==> config.mk <==
export PLATFORM = sky130hd
export DESIGN_NAME = serial_block_subtractor
export DESIGN_NICKNAME = d
export VERILOG_FILES = /design/src/rtl/arith_pkg.sv /design/src/rtl/chunk_sub.sv /design/src/rtl/serial_block_subtractor.sv
export SDC_FILE = /design/constraint.sdc
export NUM_CORES = 1
export LEC_CHECK = 0
export CAP_MARGIN = 20
export CORE_ASPECT_RATIO = 0.75
export CORE_MARGIN = 2
export CORE_UTILIZATION = 36
export CTS_CLUSTER_SIZE = 30
export DETAILED_ROUTE_END_ITERATION = 16
export HOLD_SLACK_MARGIN = 0.15
export PLACE_DENSITY = 0.6
export REMOVE_ABC_BUFFERS = 1
export SYNTH_ARGS = -nofsm -noshare
export SYNTH_HDL_FRONTEND = slang
export SYNTH_HIERARCHICAL = 1
export SYNTH_SLANG_ARGS = --single-unit
==> constraint.sdc <==
create_clock -name clk -period 4.15 [get_ports clk]
set_input_delay 0.83 -clock clk [delete_from_list [all_inputs] [get_ports clk]]
set_output_delay 0.83 -clock clk [all_outputs]
set_load 0.03 [all_outputs]
==> src/rtl/arith_pkg.sv <==
// Shared wide-arithmetic definitions: controller states, default operand geometry and a
// width helper used to size chunk counters.
package arith_pkg;

  typedef enum logic [1:0] {StIdle, StRun, StDone} state_e;

  localparam int unsigned DefaultW      = 32;
  localparam int unsigned DefaultMaxBit = 128;

  // Bits needed to count 0..n-1, never less than one.
  function automatic int unsigned clog2_min1(int unsigned n);
    int unsigned r;
    int unsigned v;
    r = 0;
    v = 1;
    while (v < n) begin
      v = v * 2;
      r = r + 1;
    end
    return (r == 0) ? 1 : r;
  endfunction

endpackage

==> src/rtl/chunk_sub.sv <==
// Combinational W-bit subtractor slice: {bo, d} = x - y - bi, plus a chunk equality flag.
module chunk_sub #(
  parameter int unsigned W = 32
) (
  input  logic [W-1:0] x,
  input  logic [W-1:0] y,
  input  logic         bi,
  output logic [W-1:0] d,
  output logic         bo,
  output logic         eqc
);

  logic [W:0] full;

  always_comb begin
    full = {1'b0, x} - {1'b0, y} - {{W{1'b0}}, bi};
    d    = full[W-1:0];
    bo   = full[W];
    eqc  = (x == y);
  end

endmodule

==> src/rtl/serial_block_subtractor.sv <==
// Multi-cycle wide subtractor: diff = a - b - bin, one W-bit chunk per clock, LSB chunk first.
// Define SUB_OVERFLOW_EN to add the registered signed-overflow output ovf.
module serial_block_subtractor
  import arith_pkg::*;
#(
  parameter int unsigned W      = DefaultW,
  parameter int unsigned MaxBit = DefaultMaxBit
) (
  input  logic              clk,
  input  logic              rst_n,
  input  logic              start,
  input  logic [MaxBit-1:0] a,
  input  logic [MaxBit-1:0] b,
  input  logic              bin,
  output logic              busy,
  output logic              done,
  output logic [MaxBit-1:0] diff,
  output logic              bout,
`ifdef SUB_OVERFLOW_EN
  output logic              eq,
  output logic              ovf
`else
  output logic              eq
`endif
);

  localparam int unsigned N    = MaxBit / W;
  localparam int unsigned CntW = clog2_min1(N);
  localparam logic [CntW-1:0] LastCnt = CntW'(N - 1);

  state_e                state_q, state_d;
  logic [CntW-1:0]       cnt_q, cnt_d;
  logic [N-1:0][W-1:0]   a_q, a_d;
  logic [N-1:0][W-1:0]   b_q, b_d;
  logic [N-1:0][W-1:0]   diff_q, diff_d;
  logic                  borrow_q, borrow_d;
  logic                  eq_acc_q, eq_acc_d;
  logic                  bout_q, bout_d;
  logic                  eq_q, eq_d;
`ifdef SUB_OVERFLOW_EN
  logic                  ovf_q, ovf_d;
`endif

  logic [W-1:0] chunk_d;
  logic         chunk_bo;
  logic         chunk_eq;

  // Single shared slice; operands are muxed in by the chunk counter.
  chunk_sub #(
    .W (W)
  ) u_chunk_sub (
    .x   (a_q[cnt_q]),
    .y   (b_q[cnt_q]),
    .bi  (borrow_q),
    .d   (chunk_d),
    .bo  (chunk_bo),
    .eqc (chunk_eq)
  );

  always_comb begin
    state_d  = state_q;
    cnt_d    = cnt_q;
    a_d      = a_q;
    b_d      = b_q;
    diff_d   = diff_q;
    borrow_d = borrow_q;
    eq_acc_d = eq_acc_q;
    bout_d   = bout_q;
    eq_d     = eq_q;
`ifdef SUB_OVERFLOW_EN
    ovf_d    = ovf_q;
`endif
    unique case (state_q)
      StIdle: begin
        if (start) begin
          a_d      = a;
          b_d      = b;
          borrow_d = bin;
          eq_acc_d = 1'b1;
          cnt_d    = '0;
          state_d  = StRun;
        end
      end
      StRun: begin
        diff_d[cnt_q] = chunk_d;
        borrow_d      = chunk_bo;
        eq_acc_d      = eq_acc_q & chunk_eq;
        cnt_d         = cnt_q + 1'b1;
        if (cnt_q == LastCnt) begin
          bout_d  = chunk_bo;
          eq_d    = eq_acc_q & chunk_eq;
`ifdef SUB_OVERFLOW_EN
          // chunk_d[W-1] is the result MSB on the last chunk.
          ovf_d   = (a_q[N-1][W-1] != b_q[N-1][W-1]) && (chunk_d[W-1] != a_q[N-1][W-1]);
`endif
          state_d = StDone;
        end
      end
      StDone: state_d = StIdle;
      default: state_d = StIdle;
    endcase
  end

  always_ff @(posedge clk or negedge rst_n) begin
    if (!rst_n) begin
      state_q  <= StIdle;
      cnt_q    <= '0;
      a_q      <= '0;
      b_q      <= '0;
      diff_q   <= '0;
      borrow_q <= 1'b0;
      eq_acc_q <= 1'b0;
      bout_q   <= 1'b0;
      eq_q     <= 1'b0;
`ifdef SUB_OVERFLOW_EN
      ovf_q    <= 1'b0;
`endif
    end else begin
      state_q  <= state_d;
      cnt_q    <= cnt_d;
      a_q      <= a_d;
      b_q      <= b_d;
      diff_q   <= diff_d;
      borrow_q <= borrow_d;
      eq_acc_q <= eq_acc_d;
      bout_q   <= bout_d;
      eq_q     <= eq_d;
`ifdef SUB_OVERFLOW_EN
      ovf_q    <= ovf_d;
`endif
    end
  end

  assign busy = (state_q != StIdle);
  assign done = (state_q == StDone);
  assign diff = diff_q;
  assign bout = bout_q;
  assign eq   = eq_q;
`ifdef SUB_OVERFLOW_EN
  assign ovf  = ovf_q;
`endif

endmodule

# Word level (Yosys, flattened, before mapping)
# Cells that the tools add are included.
[word_totals]
register_bits = 392
output_inout_bits = 132
in_bits = 260
[op_classes]
muxes = 16
add_sub_neg = 3
reduce_logical = 8
magnitude_cmp = 2
eq_ne = 6
bitwise_logic = 1
[op_table]
columns = ["operator", "count"]
rows = [
  ["$bmux W32 S2", 2],
  ["$bwmux W128", 1],
  ["$mux W32", 3],
  ["$demux W32 S2", 1],
  ["$sub A32 B32 Y33", 1],
  ["$sub A33 B1 Y33", 1],
  ["$eq A32 B32 Y1", 1],
  ["$pmux W2 S2", 2],
  ["$reduce_and A2 Y1", 4],
  ["$mux W2", 3],
  ["$eq A2 B2 Y1 const B", 2],
  ["$ne A2 B2 Y1 const B", 2],
  ["$pmux W1 S2", 2],
  ["$reduce_bool A2 Y1", 2],
  ["$lt A2 B3 Y1 const B", 1],
  ["$add A2 B1 Y2 const B", 1],
  ["$eq A2 B1 Y1 const B", 1],
  ["$ge A2 B1 Y1 const B", 1],
  ["$logic_not A2 Y1", 1],
  ["$mux W1", 2],
  ["$and A1 B1 Y1", 1],
  ["$logic_and A1 B1 Y1", 1],
]

# Depth between registers and ports, before layout
[logic_depth]
depth_word = 5
ltp_mapped = 17
mapped_depth_nobuf = 14

# Modules after synthesis
# Netlist, hierarchy kept.
[by_module_without_submodules]
columns = ["mod", "cells_each", "area_each_um2", "instances", "seq_area_each_um2"]
rows = [
  ["serial_block_subtractor", 934, 16234.3, 1, 9809.4],
  ["chunk_sub", 392, 2667.6, 1, 0.0],
]

# Worst setup path after synthesis
# Ideal clock, no wire load.
[synth_timing]
path_type = "reg2reg"
startpoint = "reg cnt_q[0]"
endpoint = "reg diff_q (netlist bit diff[29])"
setup_ns = 0.125
t_required_ns = 4.025
t_arrival_ns = 3.925
setup_slack_ns = 0.100
path_buffers = 3
stages_incl_launch_ff = 16
synth_period_minus_slack_ns = 4.050
path_cell_list = "dfrtp_1 > clkbuf_1 > buf_4 > buf_4 > mux4_2 > ha_1 > inv_1 > ha_1 > or4b_1 > o22a_2 > a21oi_4 > a2111oi_4 > a311oi_4 > o41ai_2 > xor2_1 > mux2_2"
[synth_via]
elab_chain_cells = 5
elab_cells_between_ends = 12
cone_classes = "add/sub: 2; order compare: 2; mux: 7; reduce/logical: 1"
[synth_rtl]
columns = ["element", "line", "rtl"]
rows = [
  ["from (decl)", "serial_block_subtractor.sv:32", "logic [CntW-1:0] cnt_q, cnt_d;"],
  ["from (signal assigned)", "serial_block_subtractor.sv:120", "cnt_q <= cnt_d;"],
  ["$bmux W32 S2, on equally long branches", "serial_block_subtractor.sv:52, serial_block_subtractor.sv:53", ""],
  ["$mux W32, on equally long branches", "serial_block_subtractor.sv:52, serial_block_subtractor.sv:53", ""],
  ["$sub A32 B32 Y33 (*)", "chunk_sub.sv:16", "full = {1'b0, x} - {1'b0, y} - {{W{1'b0}}, bi};"],
  ["$sub A33 B1 Y33 (*)", "chunk_sub.sv:16", ""],
  ["net chunk_d[29]", "serial_block_subtractor.sv:44", "logic [W-1:0] chunk_d;"],
  ["$bwmux W128 (*)", "serial_block_subtractor.sv:85", "diff_d[cnt_q] = chunk_d;"],
  ["to (signal assigned)", "serial_block_subtractor.sv:123", "diff_q <= diff_d;"],
  ["to (decl)", "serial_block_subtractor.sv:35", "logic [N-1:0][W-1:0] diff_q, diff_d;"],
]
# Mark *: on every way through the listed nets, which the timed path passes. The rest lies on a longest branch. The select of a mux whose other input is x is not followed.
# A chain may end at the register's enable or synchronous reset.

# Worst setup path after layout
[layout_timing]
startpoint = "reg cnt_q[0]"
endpoint = "reg diff_q (netlist bit diff[93])"
# The elaborated chain is that of the path after synthesis.

==> run summary <==
==================================================================================
Final-report setup violation count                                               0
Horizontal extent of the die                                                269 µm
Number of maximum-capacitance violations                                         0
Overall die area                                                        0.0544 mm²
Type of destination of the critical path                                      flop
Result of the run                                                     finished, final reports clean
Post-Synthesis Cell Area                                                0.0189 mm²
Highest-count cells in the layout ignoring fill and taps              sky130_fd_sc_hd__dfrtp_1, sky130_fd_sc_hd__clkdlybuf4s50_1, sky130_fd_sc_hd__mux2_2, sky130_fd_sc_hd__inv_1, sky130_fd_sc_hd__mux4_2
Clock root buffer                                                     sky130_fd_sc_hd__clkbuf_16
Synth async-reset ratio                                                       1.00
Launching element type of the critical path                                   flop
Worst Reg-to-Reg Cells                                                          13
Clk_lat worst skew                                                         0.56 ns
Setup_tns                                                                     0 ns
Number of global-route vias before repair                                    13000
Area share of the largest cell type after synthesis                          0.519
Cell count after placement                                                    2410
Maximum number of pins on one net before global-route repair                   128
WL/cell                                                                    21.3 µm
Avg Synthesized Cell Area                                                 14.3 µm²
Most common cell on crit path                                         sky130_fd_sc_hd__ha_1
Termination of the worst setup path                                       diff[93]
Clock Pin Slew Worst Setup and Hold Paths                                  0.06 ns
Arrival time of the worst setup path                                       4.47 ns
Y dimension of the die                                                      202 µm
Slowest cell on the critical path                                     sky130_fd_sc_hd__mux4_2
Synthesized flop and latch total                                               392
Signed area change from the synthesized netlist to the final layout          34.1%
H-Tree Level Count                                                               2
Min Tclk post-route                                                        4.04 ns
Global router's overall resource usage                                       0.196
Max-slew violation count                                                         0
Max Freq                                                                 0.248 GHz
Data required time at the worst endpoint                                   4.59 ns
Via-per-instance ratio                                                        4.98
Effective utilization at floorplan                                           0.366
Global-route wire length before repair                                     79.9 mm
Worst hold path class                                                 input port to asynchronous set/reset pin
Worst Path Max Fanout                                                           12
Inserted Clock Buffers                                                          41
Critical path origin                                                      cnt_q[0]
Setup WS post-layout                                                      0.114 ns
Max Clock Skew                                                           0.0198 ns
Sequential-to-total area share from yosys stat                               0.519
Wire length reported by the detailed router                                53.1 mm
Startpoint of the worst-slack reg-to-reg timing path                      cnt_q[0]
CTS tree                                                                      done
Number of sinks handled by clock tree synthesis                                392
Share of layout cells above drive strength 1                                 0.346
Drt pass-1 iters                                                                 4
Cell taking the most area after synthesis                             sky130_fd_sc_hd__dfrtp_1
Post-DRT Antenna Nets                                                            0
Post-layout instance count excluding filler cells                             2495
Setup slack of the worst register-to-register path                         0.11 ns
Hold violation total from the final report                                       0
Worst-path cell chain                                                 buf_12 -> mux4_2 -> ha_1 -> inv_1 -> ha_1 -> or4b_1 -> o22a_2 -> a21oi_4 -> a2111oi_4 -> a311oi_4 -> o41ai_2 -> xor2_1 -> mux2_2
Routability congestion estimate from global placement                        0.888
Layout net count                                                              2091
Gate Count Post-Synth                                                         1326
Num rows                                                                        72
Via count                                                                    12400
Ys Warns                                                                         6
DRC viols                                                                        0
Initial antenna violation count                                                  4
Buffers on Ports                                                               391
Fill cell count                                                               4548
Primary FF master, synth                                              sky130_fd_sc_hd__dfrtp_1
Count of flip-flops with a built-in enable after synthesis                       0
Pre-CTS setup slack                                                      -0.116 ns
Critical path type                                                    flop to flop
Io pins                                                                        392
Total overflow reported by the global router                                     0
Hold-fix buffers at CTS                                                          0
Number of buffers on the longest clock path                                      3
Critical path's largest stage delay                                        0.52 ns
Cells taking the most area after synthesis                            sky130_fd_sc_hd__dfrtp_1, sky130_fd_sc_hd__mux2_2, sky130_fd_sc_hd__mux4_2
Destination of the worst register-to-register timing path                 diff[93]
Ratio of final minimum period to clock period                                0.972
CORE AREA                                                               0.0517 mm²
Initial DRC count                                                              692
Detailed placer's ending HPWL                                              39.9 mm
Slew at the pin closest to its max-slew limit                              1.08 ns
Cell variety after synth                                                        63
Headroom to the max-slew limit                                               0.278
Setup repair after global routing missed its margin                            yes
==================================================================================
[layout make-up]
type,instances,area [µm²],area share
flip-flops and latches,392,9820,0.387
multi-input cells,762,8350,0.329
repair buffers,462,4650,0.184
clock buffers,59,1140,0.0451
well taps,703,880,0.0347
inverters,104,390,0.0154
clock inverters,9,105,0.00415
diodes,4,10.0,0.000395
[what timing repair did]
action | 4_1_cts | 5_1_grt
gates resized for setup | 3 | 28
pin swaps | 3 | 6
hold endpoints to repair | 0 | 0
gates cloned | 1 | 0
setup endpoints to repair | 16 | 57
buffers inserted | 1 | 10
[cells in the mapped netlist, types with 4 or more instances]
cell,count
sky130_fd_sc_hd__dfrtp_1,392
sky130_fd_sc_hd__xnor2_1,17
sky130_fd_sc_hd__buf_2,19
sky130_fd_sc_hd__a21oi_1,37
sky130_fd_sc_hd__mux2_2,385
sky130_fd_sc_hd__o211ai_1,4
sky130_fd_sc_hd__buf_6,22
sky130_fd_sc_hd__nand3_1,6
sky130_fd_sc_hd__clkbuf_1,10
sky130_fd_sc_hd__nand2_1,34
sky130_fd_sc_hd__nor2_1,21
sky130_fd_sc_hd__a31oi_1,5
sky130_fd_sc_hd__inv_1,104
sky130_fd_sc_hd__xor2_1,16
sky130_fd_sc_hd__nor4_1,4
sky130_fd_sc_hd__o21a_1,7
sky130_fd_sc_hd__ha_1,66
sky130_fd_sc_hd__buf_4,15
sky130_fd_sc_hd__a21o_1,11
sky130_fd_sc_hd__nor3_1,4
sky130_fd_sc_hd__o21ai_0,19
sky130_fd_sc_hd__mux4_2,64
sky130_fd_sc_hd__nand4_1,12
[cells by family after synthesis]
| logic type | share of synthesized area |
|---|---|
| and+or+nand+nor | 0.0269 |
| muxes | 0.306 |
| DFF | 0.519 |
| xor gates and xnor gates | 0.0153 |
| AOI/OAI and AO/OA | 0.0395 |
| adders and majority gates | 0.0458 |
| buffers and inverters | 0.0473 |
[critical path: cells and delay by family, from the launching register on]
family / cells / cell delay (ns)
fa+ha+maj: 2 / 0.49
simple gates: 1 / 0.49
compound gates: 5 / 1.15
mux: 2 / 0.82
xor+xnor: 1 / 0.19
flops: 1 / 0.51
buf+inv: 2 / 0.25
[per-stage QoR]
step                       util  cell area (µm²)  hold WS (ns)
after floorplan               -            18400         0.475
after global placement    0.460            23800         0.468
after detailed placement  0.460            23800         0.481
after CTS                 0.486            25100         0.435
after global routing      0.490            25300         0.463
final                     0.490            25400         0.327
[sequential cells by signal, summed over array words and instances, names as in the netlist]
| name | flops |
|---|---|
| bout | 1 |
| borrow_q | 1 |
| diff | 128 |
| eq | 1 |
| eq_acc_q | 1 |
| state_q | 2 |
| cnt_q | 2 |
| a_q | 128 |
| b_q | 128 |
[how the worst min path moves through the flow]
stage            start       end  slack (ns)  depth (start not counted)
3_3_place_gp        eq        eq        0.47                          2
6_report         rst_n  diff[52]        0.33                          1
4_1_cts          rst_n  diff[52]        0.43                          1
3_5_place_dp        eq        eq        0.48                          2
2_1_floorplan  a_q[64]   a_q[64]        0.48                          1
5_1_grt          rst_n  diff[52]        0.46                          1
[per-layer routing]
metal / wire [µm] / track usage
met5: 23 / 0
met4: 863 / 0.0399
met3: 3700 / 0.0542
met2: 23600 / 0.296
met1: 24900 / 0.281
Power is left out: the tool's default activity adds up to more than one toggle a clock period on the data nets, which glitch-free logic cannot reach.
